$ cat config.mk
export PLATFORM = sky130hd
export DESIGN_NAME = combination_sender
export DESIGN_NICKNAME = d
export VERILOG_FILES = /design/src/rtl/combination_sender.sv
export SDC_FILE = /design/constraint.sdc
export NUM_CORES = 1
export LEC_CHECK = 0
export ABC_AREA = 1
export CAP_MARGIN = 30
export CORE_MARGIN = 3
export CORE_UTILIZATION = 45
export CTS_CLUSTER_DIAMETER = 30
export CTS_CLUSTER_SIZE = 28
export DETAILED_ROUTE_END_ITERATION = 12
export MAX_ROUTING_LAYER = met4
export PLACE_DENSITY = 0.66
export SYNTH_ARGS = -nofsm -noshare
export SYNTH_HDL_FRONTEND = slang
export SYNTH_SLANG_ARGS = --single-unit
$ cat constraint.sdc
create_clock -name Clk -period 2.15 [get_ports Clk]
set_clock_uncertainty 0.1 [all_clocks]
set_input_delay 0.43 -clock Clk [delete_from_list [all_inputs] [get_ports Clk]]
set_output_delay 0.43 -clock Clk [all_outputs]
set_load 0.02 [all_outputs]
$ cat src/rtl/combination_sender.sv
// Sends a four-digit combination to a lock with alternating Key1/Key2 strobes,
// waits for the unlock status, and retries a bounded number of times before failing.
module combination_sender #(
  parameter logic [3:0] CODE0     = 4'b1101,
  parameter logic [3:0] CODE1     = 4'b0111,
  parameter logic [3:0] CODE2     = 4'b1001,
  parameter logic [3:0] CODE3     = 4'b0001,
  parameter int         GAP       = 2,
  parameter int         TIMEOUT   = 8,
  parameter int         MAX_RETRY = 2
) (
  input  logic       Clk,
  input  logic       Reset,
  input  logic       Start,
  input  logic [3:0] Lock,
  output logic       LockReset,
  output logic       Key1,
  output logic       Key2,
  output logic [3:0] Password,
  output logic       Busy,
  output logic       Done,
  output logic       Fail,
  output logic [2:0] Attempt
);

  localparam logic [2:0] IDLE   = 3'd0;
  localparam logic [2:0] CLEAR  = 3'd1;
  localparam logic [2:0] SETUP  = 3'd2;
  localparam logic [2:0] STROBE = 3'd3;
  localparam logic [2:0] GAPW   = 3'd4;
  localparam logic [2:0] WAIT   = 3'd5;
  localparam logic [2:0] DONE   = 3'd6;
  localparam logic [2:0] FAIL   = 3'd7;

  localparam logic [7:0] GAP_LAST  = (GAP == 0) ? 8'd0 : 8'(GAP - 1);
  localparam logic [7:0] TO_LAST   = 8'(TIMEOUT - 1);
  localparam logic [2:0] RETRY_MAX = 3'(MAX_RETRY);

  logic [2:0] state;
  logic [1:0] idx;
  logic [7:0] gcnt;
  logic [7:0] tcnt;
  logic [2:0] attempt;
  logic       gap_end;

  function automatic logic [3:0] digit(input logic [1:0] i);
    case (i)
      2'd0:    digit = CODE0;
      2'd1:    digit = CODE1;
      2'd2:    digit = CODE2;
      default: digit = CODE3;
    endcase
  endfunction

  // With GAP=0 the strobe cycle itself ends the gap, so GAPW is never entered.
  assign gap_end = ((state == STROBE) && (GAP == 0)) ||
                   ((state == GAPW) && (gcnt == GAP_LAST));

  always_ff @(posedge Clk) begin
    if (Reset) begin
      state   <= IDLE;
      idx     <= 2'd0;
      gcnt    <= 8'd0;
      tcnt    <= 8'd0;
      attempt <= 3'd0;
    end else begin
      case (state)
        IDLE: begin
          if (Start) begin
            state   <= CLEAR;
            attempt <= 3'd1;
          end
        end
        CLEAR: begin
          idx   <= 2'd0;
          state <= SETUP;
        end
        SETUP: state <= STROBE;
        STROBE, GAPW: begin
          if (gap_end) begin
            if (idx == 2'd3) begin
              tcnt  <= 8'd0;
              state <= WAIT;
            end else begin
              idx   <= idx + 2'd1;
              state <= SETUP;
            end
          end else if (state == STROBE) begin
            gcnt  <= 8'd0;
            state <= GAPW;
          end else begin
            gcnt <= gcnt + 8'd1;
          end
        end
        WAIT: begin
          // Unlock wins over timeout when both happen in the last WAIT cycle.
          if (Lock == 4'b1111) begin
            state <= DONE;
          end else if (tcnt == TO_LAST) begin
            if (attempt <= RETRY_MAX) begin
              attempt <= attempt + 3'd1;
              state   <= CLEAR;
            end else begin
              state <= FAIL;
            end
          end else begin
            tcnt <= tcnt + 8'd1;
          end
        end
        default: begin
          state   <= IDLE;
          attempt <= 3'd0;
        end
      endcase
    end
  end

  assign LockReset = (state == CLEAR);
  assign Key1      = (state == STROBE) && !idx[0];
  assign Key2      = (state == STROBE) && idx[0];
  assign Password  = ((state == SETUP) || (state == STROBE)) ? digit(idx) : 4'd0;
  assign Busy      = (state != IDLE);
  assign Done      = (state == DONE);
  assign Fail      = (state == FAIL);
  assign Attempt   = attempt;

endmodule
==> impl_metrics.ini <==
[power_and_ir_drop]
power_density_nw_per_um2 = 606.7
p_leak_nw = 0.8584
peakVddDrop_mv = 0.2926

[die]
die_h_um = 66.38
dieArea_sq_um = 4406
die_w_um = 66.38
pin_count = 20
start_util = 0.4802
rows = 21
coreArea_sq_um = 3416

[setup_path]
critPathMaxStageDelay_ns = 0.61
crit_type = flop to output port
cp.required_ns = 1.62
worstReg2RegStart = gcnt[0]
worstPathArrival_ns = 1.54
cp_max_fo = 7
critPathBufInv = 1
start_kind = flop
cp_top_family = buffers and inverters
cp-end-kind = output port
crit_start = state[0]
path_cells = nor2_2, nand2_1, clkdlybuf4s50_1
critPathSlowestCell = clkdlybuf4s50_1

[sta]
fin_setup_tns_ns = 0
slew_headroom = 0.7433
fin_crit_sh = 0.9614
hold_viol = 0
fin_crit_ns = 2.067
worst_pin_slew_ns = 0.3842
rsz0062_at_grt = false
setup-violations-final = 0
hold_ws_ns = 0.3858
finalMaxSlewViolations = 0
fmax_mhz = 483.8

[logic_synthesis]
netlist_area_sq_um = 1640
syn_nets = 275
ys.flop_type = dfxtp_1
async_flop_share = 0
synth_top_cell_by_area = dfxtp_1
synthCells = 258
synthTopCellsByArea = dfxtp_1 29%, nand2_1 16%, nor2_1 9.4%, ha_1 7.6%, inv_1 6.6%
yosys_warnings = 0
synth_area_per_cell_sq_um = 6.358
synth_top_area_frac = 0.2929
ys_seq_area_frac = 0.2929
ys_types = 25
synth_edf_count = 0
synth_seq_cells = 24

[global_route]
overflow = 0
grt_pass1_wl_mm = 5.906
grt_usage = 0.1732
antenna_found_initial = 0
grt_max_degree = 17
first_global_vias = 1394

[cells_and_area]
nNetsFinal = 297
final_util = 0.5604
fill_cells = 348
diodes = 0
seqCellArea_sq_um = 485.5
final_cell_area_sq_um = 1914
syn_to_final_growth_pct = 16.71
drive_gt1_frac = 0.1111
multiInputGateArea_sq_um = 1016

[clocking]
cts-buffers-inserted = 3
clock_latency_ns = 0.32
clk_path_buf_depth = 2
clock_sinks = 24
cts_tree = yes
clk_pin_slew_ns = 0.14
htree_num_levels = 1
cts_root_buf = clkbuf_4

[drt]
ant_nets = 0
wire_per_inst_um = 10.46
drtPass1Iterations = 4
vias = 1596
wl_mm = 3.400
dr.first_iter.drc_count = 84
via_per_inst = 4.911
drc = 0

[worst_hold_path]
min_from = Attempt[2]
hold_class = flop to flop

[job]
maxCapViolCount = 0

[run_status]
outcome = complete, no violations

[placed_design]
port_buffers = 19
dp_hpwl_mm = 2.477
place_area_sq_um = 1881
gp_congestion = 0.8571
## power by group
part | switching [W] | internal, W | total [W]
Clock | 0.000148 | 0.000104 | 0.000251
Combinational | 0.000251 | 0.000147 | 0.000398
Sequential | 0.0000382 | 0.000474 | 0.000512
Total | 0.000437 | 0.000724 | 0.00116
## cells in the final DEF, fill, tap and decap left out
cell             netlist  layout
or2_2                  1       1
dfxtp_2                0       4
o21ai_0                6       6
nand3_2                2       2
clkdlybuf4s50_1        0      11
o21bai_1               2       2
nand4_1                4       4
clkbuf_4               0       3
nand2_4                4       4
nand2_2                2       2
nor2_1                41      40
xnor2_1                1       1
clkbuf_8               0       1
o21ai_2                1       1
nor3_1                 4       4
nand3_1               21      21
nand3b_1               1       1
a21oi_1               21      21
buf_4                  0       2
nor2_4                 2       2
inv_2                  4       4
inv_1                 29      29
dfxtp_1               24      20
dlymetal6s2s_1         0       1
nor2_8                 1       1
dlygate4sd2_1          0       6
ha_1                  10      10
nand2_1               70      70
nor2_2                 2       3
a21o_1                 1       1
clkbuf_2               0       1
## synthesized netlist by cell type (2+ instances only)
master and number:
nor2_4 2, nand4_1 4, nor3_1 4, o21ai_0 6, nor2_2 2, ha_1 10
o21bai_1 2, a21oi_1 21, nand3_1 21, clkbuf_1 3, inv_1 29, nand2_1 70
nor2_1 41, nand2_4 4, dfxtp_1 24, nand3_2 2, nand2_2 2, inv_2 4
## worst reg2reg max path, cell delays in order, from the launching register on
cell	delay (ns)
dfxtp_1	0.41
ha_1	0.16
nand2_1	0.08
nor2_2	0.20
nor2_4	0.08
nor2_4	0.32
nand2_4	0.15
nand2_1	0.09
nand2_1	0.04
nor2_1	0.07
## kinds of logic (layout without fill, tap and decap cells)
kind of cell,Yosys count,in the layout,synth area share
adders and majority gates,10,10,0.07628
xor gates and xnor gates,1,1,0.005340
DFF,24,24,0.2929
buffers and inverters,37,58,0.08924
AOI/OAI and AO/OA,31,31,0.1014
and+or+nand+nor,155,155,0.4348
## layout make-up
cell class	instances	area share
Timing Repair Buffer	21	0.1020
Sequential cell	24	0.2536
Tap cell	46	0.03007
Inverter	33	0.06471
Clock buffer	4	0.01895
Multi-Input combinational cell	197	0.5307
## metrics by stage
| step | worst slack, ns | total power (W) | std cells |
|---|---|---|---|
| global route | 0.01586 | 0.001240 | 325 |
| floorplan | 0.4749 | 0.0008025 | 258 |
| detailed placement | 0.09462 | 0.0009267 | 321 |
| global placement | 0.1655 | 0.0009282 | 321 |
| finish | 0.08291 | 0.001161 | 325 |
| CTS | 0.003132 | 0.001168 | 325 |
## timing repair
action | CTS | global route
hold buffers | 0 | 0
hold endpoints to repair | 0 | 0
setup endpoints to repair | 9 | 4
resized for setup | 10 | 6
setup buffers | 0 | 0
## registers in the layout, indices dropped and copies added (netlist names)
| name | count |
|---|---|
| gcnt | 8 |
| tcnt | 8 |
| Attempt | 3 |
| state | 3 |
| idx | 2 |
## routing by layer
layer / wire length (um) / up-vias / track usage
met4: 48 / 0 / 0.06091
met1: 1675 / 699 / 0.2218
met3: 173 / 5 / 0.02891
met2: 1502 / 33 / 0.2751
li1: - / 859 / -
met5: 0 / - / -
## final timing paths
kind | slack [ns] | endpoint | cells past startpoint
setup / recovery | 0.08 | Busy | 3
hold / removal | 0.39 | Attempt[2] | 2
setup reg to reg | 0.40 | tcnt[0] | 9
hold reg to reg | 0.39 | Attempt[2] | 2
Power figures use the tool's default switching activity.
